**src/rtl/pgm_ddr_loader_if.sv**
```systemverilog
// rtl/pgm_ddr_loader_if.sv - HPS download and DDRAM write bundle for the loader
interface pgm_ddr_loader_if;
    logic        ioctl_download;
    logic        ioctl_wr;
    logic [26:0] ioctl_addr;
    logic [15:0] ioctl_dout;
    logic [7:0]  ioctl_index;
    logic        ioctl_wait;
    logic        ddram_busy;
    logic        ddram_we;
    logic [28:0] ddram_addr;
    logic [63:0] ddram_din;
    logic [7:0]  ddram_be;
    logic        load_done;
    logic        overrun;

    modport master (
        output ioctl_download, ioctl_wr, ioctl_addr, ioctl_dout, ioctl_index, ddram_busy,
        input  ioctl_wait, ddram_we, ddram_addr, ddram_din, ddram_be, load_done, overrun
    );

    modport slave (
        input  ioctl_download, ioctl_wr, ioctl_addr, ioctl_dout, ioctl_index, ddram_busy,
        output ioctl_wait, ddram_we, ddram_addr, ddram_din, ddram_be, load_done, overrun
    );
endinterface

```
**src/rtl/pgm_ddr_loader.sv**
```systemverilog
// rtl/pgm_ddr_loader.sv - packs 16-bit HPS download words into 64-bit DDRAM writes
module pgm_ddr_loader #(
    parameter logic [28:0] BASE_ADDR = 29'h0300_0000
) (
    input  logic            clk_sys,
    input  logic            reset,
    pgm_ddr_loader_if.slave bus
);
    typedef enum logic [1:0] {IDLE, COLLECT, ISSUE, FINISH} state_t;

    state_t      state;
    logic [63:0] buf_data;
    logic [7:0]  buf_be;
    logic [26:0] buf_key;
    logic        pend_valid;
    logic [1:0]  pend_lane;
    logic [15:0] pend_data;
    logic [26:0] pend_key;
    logic        dl_q;
    logic        fin_pend;      // buffer was flushed because the download ended

    logic [1:0]  wr_lane;
    logic [26:0] wr_key;
    logic        wr_ok;
    logic [63:0] wr_data;
    logic [63:0] wr_mask;
    logic [7:0]  wr_be;
    logic [63:0] merged_data;
    logic [7:0]  merged_be;
    logic [63:0] pend_word;
    logic [7:0]  pend_be;
    logic        go_flush;
    logic        go_jump;
    logic        go_full;
    logic        unused_bits;

    assign wr_lane     = bus.ioctl_addr[2:1];
    assign wr_key      = {bus.ioctl_index[2:0], bus.ioctl_addr[26:3]};
    assign wr_ok       = bus.ioctl_wr & bus.ioctl_download;
    assign wr_data     = {48'd0, bus.ioctl_dout} << {wr_lane, 4'd0};
    assign wr_mask     = {48'd0, 16'hFFFF} << {wr_lane, 4'd0};
    assign wr_be       = 8'b0000_0011 << {wr_lane, 1'b0};
    assign merged_data = (buf_data & ~wr_mask) | wr_data;
    assign merged_be   = buf_be | wr_be;
    assign pend_word   = {48'd0, pend_data} << {pend_lane, 4'd0};
    assign pend_be     = 8'b0000_0011 << {pend_lane, 1'b0};

    // Reasons to leave COLLECT: download over, a new 64-bit group, or the last lane filled
    assign go_flush    = ~bus.ioctl_download | fin_pend;
    assign go_jump     = ~go_flush & wr_ok & (wr_key != buf_key);
    assign go_full     = ~go_flush & wr_ok & (wr_key == buf_key) & (wr_lane == 2'd3);
    assign unused_bits = &{1'b0, bus.ioctl_addr[0], bus.ioctl_index[7:3]};

    // Loader FSM with registered DDRAM, stall and status outputs
    always_ff @(posedge clk_sys or posedge reset) begin
        if (reset) begin
            state          <= IDLE;
            buf_data       <= '0;
            buf_be         <= '0;
            buf_key        <= '0;
            pend_valid     <= 1'b0;
            pend_lane      <= '0;
            pend_data      <= '0;
            pend_key       <= '0;
            dl_q           <= 1'b0;
            fin_pend       <= 1'b0;
            bus.ddram_we   <= 1'b0;
            bus.ddram_addr <= '0;
            bus.ddram_din  <= '0;
            bus.ddram_be   <= '0;
            bus.ioctl_wait <= 1'b0;
            bus.load_done  <= 1'b0;
            bus.overrun    <= 1'b0;
        end else begin
            dl_q          <= bus.ioctl_download;
            bus.load_done <= 1'b0;
            case (state)
                IDLE: begin
                    if (wr_ok) begin
                        buf_data <= wr_data;
                        buf_be   <= wr_be;
                        buf_key  <= wr_key;
                        state    <= COLLECT;
                    end else if (dl_q && !bus.ioctl_download) begin
                        bus.load_done <= 1'b1;
                        state         <= FINISH;
                    end
                end
                COLLECT: begin
                    if (go_flush || go_jump || go_full) begin
                        bus.ddram_we   <= 1'b1;
                        bus.ioctl_wait <= 1'b1;
                        bus.ddram_addr <= BASE_ADDR + {2'b00, buf_key};
                        bus.ddram_din  <= go_full ? merged_data : buf_data;
                        bus.ddram_be   <= go_full ? merged_be : buf_be;
                        state          <= ISSUE;
                    end
                    if (go_flush) begin
                        fin_pend <= 1'b1;
                    end
                    if (wr_ok && (go_flush || go_jump)) begin
                        pend_valid <= 1'b1;
                        pend_lane  <= wr_lane;
                        pend_data  <= bus.ioctl_dout;
                        pend_key   <= wr_key;
                    end else if (wr_ok) begin
                        buf_data <= merged_data;
                        buf_be   <= merged_be;
                    end
                end
                ISSUE: begin
                    // hps_io should be stalled here; anything that still arrives is lost
                    if (wr_ok) begin
                        bus.overrun <= 1'b1;
                    end
                    if (!bus.ddram_busy) begin
                        bus.ddram_we   <= 1'b0;
                        bus.ioctl_wait <= 1'b0;
                        buf_data       <= '0;
                        buf_be         <= '0;
                        if (pend_valid && !fin_pend) begin
                            buf_data   <= pend_word;
                            buf_be     <= pend_be;
                            buf_key    <= pend_key;
                            pend_valid <= 1'b0;
                            state      <= COLLECT;
                        end else if (fin_pend || !bus.ioctl_download) begin
                            fin_pend      <= 1'b0;
                            bus.load_done <= 1'b1;
                            state         <= FINISH;
                        end else begin
                            state <= IDLE;
                        end
                    end
                end
                FINISH: begin
                    // A word captured from a freshly restarted download resumes collection
                    if (pend_valid) begin
                        buf_data   <= pend_word;
                        buf_be     <= pend_be;
                        buf_key    <= pend_key;
                        pend_valid <= 1'b0;
                        state      <= COLLECT;
                    end else if (wr_ok) begin
                        buf_data <= wr_data;
                        buf_be   <= wr_be;
                        buf_key  <= wr_key;
                        state    <= COLLECT;
                    end else begin
                        state <= IDLE;
                    end
                end
                default: state <= IDLE;
            endcase
        end
    end
endmodule
```
**src/flat_wrapper.sv**
```systemverilog
// flat-port wrapper written by rule: the top's interface ports become plain ports
module pgm_ddr_loader_flat 
#(
    parameter logic [28:0] BASE_ADDR = 29'h0300_0000
)
  (clk_sys, reset, bus_ioctl_download, bus_ioctl_wr, bus_ioctl_addr, bus_ioctl_dout, bus_ioctl_index, bus_ddram_busy, bus_ioctl_wait, bus_ddram_we, bus_ddram_addr, bus_ddram_din, bus_ddram_be, bus_load_done, bus_overrun);
  pgm_ddr_loader_if bus_i ();
  input  logic clk_sys;
  input  logic reset;
  input wire logic [$bits(bus_i.ioctl_download)-1:0] bus_ioctl_download;
  input wire logic [$bits(bus_i.ioctl_wr)-1:0] bus_ioctl_wr;
  input wire logic [$bits(bus_i.ioctl_addr)-1:0] bus_ioctl_addr;
  input wire logic [$bits(bus_i.ioctl_dout)-1:0] bus_ioctl_dout;
  input wire logic [$bits(bus_i.ioctl_index)-1:0] bus_ioctl_index;
  input wire logic [$bits(bus_i.ddram_busy)-1:0] bus_ddram_busy;
  output wire logic [$bits(bus_i.ioctl_wait)-1:0] bus_ioctl_wait;
  output wire logic [$bits(bus_i.ddram_we)-1:0] bus_ddram_we;
  output wire logic [$bits(bus_i.ddram_addr)-1:0] bus_ddram_addr;
  output wire logic [$bits(bus_i.ddram_din)-1:0] bus_ddram_din;
  output wire logic [$bits(bus_i.ddram_be)-1:0] bus_ddram_be;
  output wire logic [$bits(bus_i.load_done)-1:0] bus_load_done;
  output wire logic [$bits(bus_i.overrun)-1:0] bus_overrun;
  assign bus_i.ioctl_download = bus_ioctl_download;
  assign bus_i.ioctl_wr = bus_ioctl_wr;
  assign bus_i.ioctl_addr = bus_ioctl_addr;
  assign bus_i.ioctl_dout = bus_ioctl_dout;
  assign bus_i.ioctl_index = bus_ioctl_index;
  assign bus_i.ddram_busy = bus_ddram_busy;
  assign bus_ioctl_wait = bus_i.ioctl_wait;
  assign bus_ddram_we = bus_i.ddram_we;
  assign bus_ddram_addr = bus_i.ddram_addr;
  assign bus_ddram_din = bus_i.ddram_din;
  assign bus_ddram_be = bus_i.ddram_be;
  assign bus_load_done = bus_i.load_done;
  assign bus_overrun = bus_i.overrun;
  pgm_ddr_loader #(.BASE_ADDR(BASE_ADDR)) u_core (.clk_sys(clk_sys), .reset(reset), .bus(bus_i));
endmodule
```
**config.mk**
```make
export PLATFORM = sky130hd
export DESIGN_NAME = pgm_ddr_loader_flat
export DESIGN_NICKNAME = d
export VERILOG_FILES = /design/src/rtl/pgm_ddr_loader_if.sv /design/src/rtl/pgm_ddr_loader.sv /design/src/flat_wrapper.sv
export SDC_FILE = /design/constraint.sdc
export NUM_CORES = 1
export LEC_CHECK = 0
export ABC_AREA = 1
export CORE_MARGIN = 4
export CORE_UTILIZATION = 45
export DETAILED_ROUTE_END_ITERATION = 10
export PLACE_DENSITY = 0.64
export SLEW_MARGIN = 20
export SYNTH_ARGS = -nofsm -noshare
export SYNTH_HDL_FRONTEND = slang
export SYNTH_SLANG_ARGS = --single-unit
```
**constraint.sdc**
```tcl
create_clock -name clk_sys -period 20.8 [get_ports clk_sys]
set_input_delay 4.16 -clock clk_sys [delete_from_list [all_inputs] [get_ports clk_sys]]
set_output_delay 4.16 -clock clk_sys [all_outputs]
set_load 0.005 [all_outputs]
```
==> results.toml <==
[die]
start_util = 0.458
rows = 64
core-area_mm2 = 0.0307
die_h_um = 185
die-width_um = 185
io_pins = 161
die_area_mm2 = 0.0341

[yosys]
yosys-top-cells-area = "dfrtp_1, nand2_1, o21ai_0"
yosys.cell_types.count = 42
ys_seq_elements = 252
syn_nets = 1955
ys_seq_area_frac = 0.449
avgSynthCellArea_um2 = 7.40
synth_top_area_share = 0.449
synth_top_area_cell = "dfrtp_1"
yosys_warnings = 0
synthCells = 1898
syn_area_mm2 = 0.0140

[sta]
finalSetupTns_ns = 0
fin_crit_sh = 0.387
rsz0062_at_grt = "false"
setup_slack_ns = 12.74
clock_skew_ns = 0.0145
period_minus_slack_ns = 8.06
slew_headroom = 0.247
max_freq_mhz = 124
tightest_slew_ns = 1.13
hold_viol = 0
finalSetupViolCount = 0
slew_violations = 0

[power]
p_int_mw = 1.44
clock_power_share = 0.214
power_frac_seq = 0.353
irDropWorstVdd_v = 0.0000945
power_switching_mw = 1.03
combPwrFrac = 0.433
p_leak_nw = 7.75
p_sw_frac = 0.416
pwr_density_cell_mw_per_mm2 = 150

[min_path]
hold_start = "u_core.bus.ddram_addr[21]"
holdCritPathClass = "flop to flop"
worst_hold_path.endpoint = "u_core.bus.ddram_addr[21]"
hold_path_depth = 2

[layout]
diodes = 0
fillers = 2951
final_cell_mix = "nand2_1, dfrtp_1, o21ai_0, clkdlybuf4s50_1, nand3_1"
mostFrequentLayoutCell = "nand2_1"
fin_cells = 2375
multi_input_area_mm2 = 0.00655
nNetsFinal = 2014
areaGrowthSynthToFinish_pct = 17.3
drive_gt1_frac = 0.0596
regArea_mm2 = 0.00631

[global_route]
grt_max_degree = 141
antenna_found_initial = 1
grt_pass1_vias = 12800
grt_util_all_layers = 0.258
grt_remaining_overflow = 0
grt_pass1_wl_um = 71000

[worst_setup_path]
worstPathArrival_ns = 8.54
cp_top_family = "buffers and inverters"
crit_type = "input pin to flop"
max_stage_delay_ns = 1.08
cp-start-kind = "input pin"
ff2ff_setup_slack_ns = 17.48
worstPathMaxFanout = 52
crit_path_top_delay_cell = "inv_1"
r2r_start = "u_core.fin_pend"
critical_path_required_ns = 21.28
cp-end-kind = "flop"
path_buf_inv = 4
path_cells = "clkdlybuf4s50_1 > nand2_1 > inv_1 > nand4_1 > buf_4 > nand2_4 > buf_4 > nand3_1 > nand2_1"
reg2reg_depth = 7
r2r-end = "u_core.bus.ddram_din[24]"

[route]
finalWirelength_um = 44000
route.detailed.drc = 0
post_drt_wl_per_cell_um = 18.5
firstDrtPassIters = 6
dr.first_iter.drc_count = 1373
vias = 13500
vias_per_cell = 5.68
ant_nets = 0

[place]
port-buffer-count = 153
pre_cts_slack_ns = 12.16
gp_congestion = 0.871
place_hpwl_um = 26900
dp_cells = 2322

[cts]
clock_path_buffers = 3
clk_latency_ns = 0.56
ctsResizeCount = 0
root_buffer = "clkbuf_16"
clkTransAtPathRegs_ns = 0.06
cts_setup_buffers = 0
cts_buffers = 29
htree_levels = 1
hold_buffers = 0
cts_tree = "built"
cts_sinks = 252

[job]
maxCapViolations = 0

[status]
status = "completed"
metal layers:
metal	part of all wire	track usage	routed length (µm)	vias to the layer above
met4	0.025	0.0681	1090	2
li1	-	-	-	6407
met2	0.44	0.388	19100	586
met5	0.00045	0	20	-
met1	0.45	0.388	20000	6419
met3	0.085	0.0442	3750	81
layout make-up:
| cell class | count | area share |
|---|---|---|
| clock buffers | 37 | 0.0495 |
| clock inverters | 16 | 0.0103 |
| inverters | 117 | 0.0275 |
| multi-input cells | 1385 | 0.398 |
| flip-flops and latches | 252 | 0.383 |
| well taps | 396 | 0.0301 |
| repair buffers | 172 | 0.102 |
how the worst max path moves through the flow:
stage	cells past startpoint	slack, ns	from	endpoint
finish	9	12.74	bus_ioctl_addr[2]	u_core.bus.ddram_din[24]
floorplan	1	9.71	reset	u_core.buf_be[0]
global route	9	12.51	bus_ioctl_addr[2]	u_core.bus.ddram_din[33]
detailed placement	9	12.16	bus_ioctl_addr[2]	u_core.bus.ddram_din[40]
global placement	9	12.21	bus_ioctl_addr[2]	u_core.bus.ddram_din[53]
CTS	9	12.70	bus_ioctl_addr[2]	u_core.bus.ddram_din[53]
power groups by stage:
stage | logic [mW] | clock network, mW | registers (mW)
global placement | 1.05 | 0 | 0.869
global route | 1.20 | 0.560 | 0.898
CTS | 1.07 | 0.538 | 0.867
floorplan | 0.716 | 0 | 0.835
finish | 1.07 | 0.529 | 0.871
detailed placement | 1.07 | 0 | 0.873
cells by family (layout without fill, tap and decap cells):
| group | count (synthesis) | in the layout | synth area share |
|---|---|---|---|
| DFF | 252 | 252 | 0.449 |
| AOI/OAI and AO/OA | 439 | 439 | 0.183 |
| and+or+nand+nor | 927 | 927 | 0.269 |
| buffers and inverters | 261 | 342 | 0.0870 |
| adders and majority gates | 1 | 1 | 0.000891 |
| xor gates and xnor gates | 17 | 17 | 0.0106 |
| other | 1 | 1 | 0.000267 |
metrics by stage:
step	area, µm²	hold WS [ns]	power, mW	utilization
floorplan	14000	0.442	1.55	-
global placement	15500	0.454	1.92	0.504
detailed placement	15500	0.458	1.94	0.504
CTS	16500	0.473	2.48	0.537
global route	16500	0.486	2.66	0.537
finish	16500	0.467	2.47	0.537
cells in the mapped netlist (all sizes together):
cell type,number
o211ai,19
a22oi,6
buf,81
nand3,146
nor2,58
o31ai,20
clkbuf,63
nand4,21
a221oi,1
o21a,2
ha,1
o221ai,37
inv,114
xnor2,12
dfrtp,252
nand2,699
a21oi,52
nor3b,1
conb,1
o21bai,1
o22ai,5
a2bb2oi,12
a2111oi,1
or2,1
o2111ai,1
o21ai,282
xor2,5
clkinv,3
nand3b,1
worst reg2reg max path, delay by kind of cell (launching register included):
family,cells,cell delay (ns)
and+or+nand+nor,5,1.93
buffers and inverters,2,0.89
DFF,1,0.42
registers in the layout, indices dropped and copies added, names as in the netlist, 2 cells and up:
name	count
u_core.buf_data	64
u_core.bus.ddram_addr	28
u_core.pend_key	27
u_core.bus.ddram_din	64
u_core.pend_data	16
u_core.buf_key	27
u_core.pend_lane	2
u_core.bus.ddram_be	8
u_core.buf_be	8
u_core.state	2
No activity file was read; power rests on OpenSTA's default activity.
